--- config.mk ---
export PLATFORM = sky130hd
export DESIGN_NAME = cdc_handshake_tx
export DESIGN_NICKNAME = d
export VERILOG_FILES = /design/src/rtl/cdc_handshake_tx.sv
export SDC_FILE = /design/constraint.sdc
export NUM_CORES = 1
export LEC_CHECK = 0
export ABC_AREA = 1
export CORE_AREA = 10 10 47 49
export DETAILED_ROUTE_END_ITERATION = 10
export DIE_AREA = 0 0 57 59
export PLACE_DENSITY = 0.53
export REMOVE_ABC_BUFFERS = 1
export SYNTH_ARGS = -nofsm -noshare
export SYNTH_HDL_FRONTEND = slang
export SYNTH_SLANG_ARGS = --single-unit
--- constraint.sdc ---
create_clock -name clk -period 1.3 [get_ports clk]
set_input_delay 0.26 -clock clk [delete_from_list [all_inputs] [get_ports clk]]
set_output_delay 0.26 -clock clk [all_outputs]
set_load 0.02 [all_outputs]
--- src/rtl/cdc_handshake_tx.sv ---
// Purpose     : 4-phase req/ack transmitter handing one word at a time to an asynchronous far domain.
// Latency     : accept -> done = far-side echo delays + 2 sync cycles per ack edge + 1 cycle.
// Backpressure: in_ready is low from accept until done, and whenever the synchronized ack is high.
//
// Ports:
//   clk, rst            single rising-edge clock; asynchronous active-high reset
//   in_valid/in_ready   local valid/ready; in_data is captured into tx_data on accept
//   ack_async           far-domain acknowledge, resynchronized internally (2 flops)
//   req_out, tx_data    registered request and held data bus toward the far domain
//   done, err           one-cycle pulses: handshake completed / request timed out
//
// Optional feature: define CDC_TX_TIMEOUT_EN to abort a request that is not acknowledged
// within TIMEOUT_CYC cycles (err pulse, no done). Without it err is constant 0.
module cdc_handshake_tx #(
  parameter int DATA_W      = 3,
  parameter int TIMEOUT_CYC = 15
) (
  input  logic              clk,
  input  logic              rst,
  input  logic              in_valid,
  input  logic [DATA_W-1:0] in_data,
  output logic              in_ready,
  input  logic              ack_async,
  output logic              req_out,
  output logic [DATA_W-1:0] tx_data,
  output logic              done,
  output logic              err
);

  typedef enum logic [1:0] {
    IDLE   = 2'd0,
    REQ_HI = 2'd1,
    REQ_LO = 2'd2
  } state_t;

  state_t            state;
  state_t            state_nxt;
  logic              ack_meta;
  logic              ack_sync;
  logic              req_nxt;
  logic [DATA_W-1:0] tx_data_nxt;
  logic              done_nxt;
  logic              accept;

  // ack_async is only ever touched by this first flop.
  always_ff @(posedge clk or posedge rst) begin
    if (rst) begin
      ack_meta <= 1'b0;
      ack_sync <= 1'b0;
    end else begin
      ack_meta <= ack_async;
      ack_sync <= ack_meta;
    end
  end

  // A stale high ack (far side still releasing, or spurious) blocks new requests.
  assign in_ready = (state == IDLE) && !ack_sync;
  assign accept   = in_valid && in_ready;

`ifdef CDC_TX_TIMEOUT_EN
  localparam logic [7:0] TO_LAST = 8'(TIMEOUT_CYC - 1);

  logic [7:0] to_cnt;
  logic [7:0] to_cnt_nxt;
  logic       aborted;
  logic       aborted_nxt;
  logic       err_nxt;
`else
  localparam int unused_timeout_cyc = TIMEOUT_CYC;
`endif

  always_comb begin
    state_nxt   = state;
    req_nxt     = req_out;
    tx_data_nxt = tx_data;
    done_nxt    = 1'b0;
`ifdef CDC_TX_TIMEOUT_EN
    to_cnt_nxt  = to_cnt;
    aborted_nxt = aborted;
    err_nxt     = 1'b0;
`endif
    case (state)
      IDLE: begin
        if (accept) begin
          state_nxt   = REQ_HI;
          req_nxt     = 1'b1;
          tx_data_nxt = in_data;
`ifdef CDC_TX_TIMEOUT_EN
          to_cnt_nxt  = '0;
          aborted_nxt = 1'b0;
`endif
        end
      end
      REQ_HI: begin
`ifdef CDC_TX_TIMEOUT_EN
        to_cnt_nxt = to_cnt + 8'd1;
`endif
        if (ack_sync) begin
          state_nxt = REQ_LO;
          req_nxt   = 1'b0;
        end
`ifdef CDC_TX_TIMEOUT_EN
        // A late ack still completes normally; only a silent far side aborts.
        else if (to_cnt == TO_LAST) begin
          state_nxt   = REQ_LO;
          req_nxt     = 1'b0;
          err_nxt     = 1'b1;
          aborted_nxt = 1'b1;
        end
`endif
      end
      REQ_LO: begin
        // Wait for the far side to drop ack so the next request starts clean.
        if (!ack_sync) begin
          state_nxt = IDLE;
`ifdef CDC_TX_TIMEOUT_EN
          done_nxt  = !aborted;
`else
          done_nxt  = 1'b1;
`endif
        end
      end
      default: begin
        state_nxt = IDLE;
        req_nxt   = 1'b0;
      end
    endcase
  end

  always_ff @(posedge clk or posedge rst) begin
    if (rst) begin
      state   <= IDLE;
      req_out <= 1'b0;
      tx_data <= '0;
      done    <= 1'b0;
    end else begin
      state   <= state_nxt;
      req_out <= req_nxt;
      tx_data <= tx_data_nxt;
      done    <= done_nxt;
    end
  end

`ifdef CDC_TX_TIMEOUT_EN
  always_ff @(posedge clk or posedge rst) begin
    if (rst) begin
      to_cnt  <= '0;
      aborted <= 1'b0;
      err     <= 1'b0;
    end else begin
      to_cnt  <= to_cnt_nxt;
      aborted <= aborted_nxt;
      err     <= err_nxt;
    end
  end
`else
  assign err = 1'b0;
`endif

endmodule

==> flow_summary.yaml <==
pwr:
  pwr-share-clk_pct: 25.7
  peakVddDrop_mv: 0.654
  p_comb_share_pct: 31.2
  p_sw_share_pct: 33.5
  intPower_mw: 0.559
  power_density_nw_per_um2: 1580
  total_power_mw: 0.840
  leakagePower_nw: 0.274
  seq_power_share_pct: 43.1
  power.switching_mw: 0.281
clock_network:
  numCtsBuffers: 3
  cts_sinks: 9
  clkLatencyLatePin_ps: 260
  cts.path.max_buffers: 2
  clk_pin_slew_ps: 70
  cts-root-buf: "clkbuf_4"
  cts_tree: "done"
  cts.htree.levels: 1
layout:
  final_common_cell: "nand2_1"
  n_antenna_cell: 0
  area_growth_pct: 50.7
  drive_gt1_share_pct: 20.8
  final_cell_mix: "10 x nand2_1, 9 x dfrtp_1, 6 x clkdlybuf4s50_1, 5 x dlygate4sd2_1"
  multi_input_area_um2: 110
  final_nets: 61
  seq_area_um2: 225
  fillers: 163
synth:
  synth_warnings: 0
  synth_seq_cells: 9
  netlist_area_um2: 353
  netlist-cell-type-count: 12
  syn_inst: 35
  synth-seq-area-share_pct: 63.8
  synth.avg_cell_area_um2: 10.1
  synth_top_area_cell: "dfrtp_1"
  synth.top_cell.area_share_pct: 63.8
  synthTopCellsByArea: "dfrtp_1 64%, nand2_1 11%, nand4_1 5.3%"
global_route:
  grt_pass1_vias: 322
  grt_max_degree: 10
  grt_overflow: 0
  grt_first_pass_wirelength_um: 1350
  antenna_found_initial: 0
  grt_usage_pct: 5.27
place:
  port_buffers: 12
  pre_cts_slack_ps: -122
  dpl.hpwl_um: 597
  routabilityCongestion: 0.657
floorplan:
  std_cell_rows: 14
  fp.dieW_um: 57
  fp.coreArea_um2: 1400
  die-area_um2: 3360
  start_util_pct: 25.2
  pin_count: 14
  die_h_um: 59
setup_path:
  cp.arrival_ps: 970
  cp.required_ps: 1040
  critPathLaunch: "state[0]$_DFFE_PP0P_"
  rr_startpoint: "ack_sync$_DFF_PP0_"
  critPathKind: "reg2out"
  cp-start-kind: "flop"
  cp_max_fo: 2
  cp-end-kind: "output pin"
sta:
  worst_slack_ps: 71.6
  skew_ps: 9.39
  final_hold_viol_count: 0
  setup_viol: 0
  layout_min_cycle_time_ps: 1230
  fmax_mhz: 814
  slew_violations: 0
  fin_crit_sh_pct: 94.5
flow_run:
  cap_violations: 0
routing:
  first_pass_iters: 3
  vias_per_cell: 4.03
  wl_per_cell_um: 10.9
  drt_wl_total_um: 753
  drtIter0Drc: 3
  antenna_left: 0
  vias: 278
  post-route-drc-count: 0
hold_path:
  worstHoldPathType: "in2async"
outcome:
  outcome: "complete, no violations"
[synthesized netlist by cell type]
library cell,instances
nand2_1,10
dfrtp_1,9
inv_1,4
nand4_1,3
o21ai_0,2
a21oi_1,1
buf_4,1
conb_1,1
nand3_2,1
nor2_1,1
nor2_4,1
nor3_1,1
[cell families after synthesis]
group | after synthesis | synth area share, %
and+or+nand+nor | 17 | 24.5
DFF | 9 | 63.8
buffers and inverters | 5 | 6.38
AOI/OAI and AO/OA | 3 | 4.25
other | 1 | 1.06
[sequential cells by signal (all words and copies together) (netlist names)]
name and count:
state 2, ack_meta 1, ack_sync 1, done 1
req_out 1, tx_data 3
[repair_timing]
| item | 4_1_cts | 5_1_grt |
|---|---|---|
| hold endpoints to repair | 0 | 0 |
| pin swaps | 0 | 0 |
| buffers inserted | 0 | 0 |
| endpoints found under the setup margin | 6 | 1 |
| resized for setup | 10 | 2 |
| hold buffers | 0 | 0 |
[power groups by stage]
stage	Sequential [mW]	Clock, mW	Combinational, mW
after global placement	0.367	0	0.297
final	0.362	0.216	0.262
after CTS	0.361	0.222	0.264
after detailed placement	0.366	0	0.299
after global routing	0.369	0.251	0.294
after floorplan	0.429	0	0.0822
[routing by layer]
layer / wire, µm / share of wire (%) / global-route usage, %
met1: 365 / 48 / 5.33
met2: 300 / 40 / 6.67
met3: 86 / 11 / 4.72
met4: 0 / 0 / 4.03
met5: 0 / 0 / 0
[final timing paths]
kind                       depth (start not counted)                endpoint  slack (ps)
max reg2reg                                        5  tx_data[2]$_DFFE_PP0P_         240
min in group clk                                   0      ack_sync$_DFF_PP0_         350
min                                                2      ack_meta$_DFF_PP0_         260
max in group asynchronous                          2     req_out$_DFFE_PP0P_         770
min reg2reg                                        0      ack_sync$_DFF_PP0_         350
max                                                2                in_ready          70
[cell type report]
cell class / count / share of cell area, %
clock buffer: 3 / 4.24
clock inverter: 1 / 0.941
inverter: 4 / 2.82
multi-input combinational: 21 / 20.7
sequential: 9 / 42.4
tap: 16 / 3.76
timing repair buffer: 15 / 25.2
[through the flow]
stage	setup TNS (ps)	utilization (%)	hold slack [ps]	instances	area [µm²]
after floorplan	0	-	87.9	34	345
after global placement	-110	36.3	338	65	508
after detailed placement	-122	36.3	340	65	508
after CTS	0	37.4	265	69	524
after global routing	-12.3	37.9	285	69	532
final	0	37.9	258	69	532
[worst max-delay path, stage by stage, from the launching register on]
cell	delay, ps
dfrtp_1	390
nor3_2	160
buf_4	160
No activity file was read; power rests on OpenSTA's default activity.
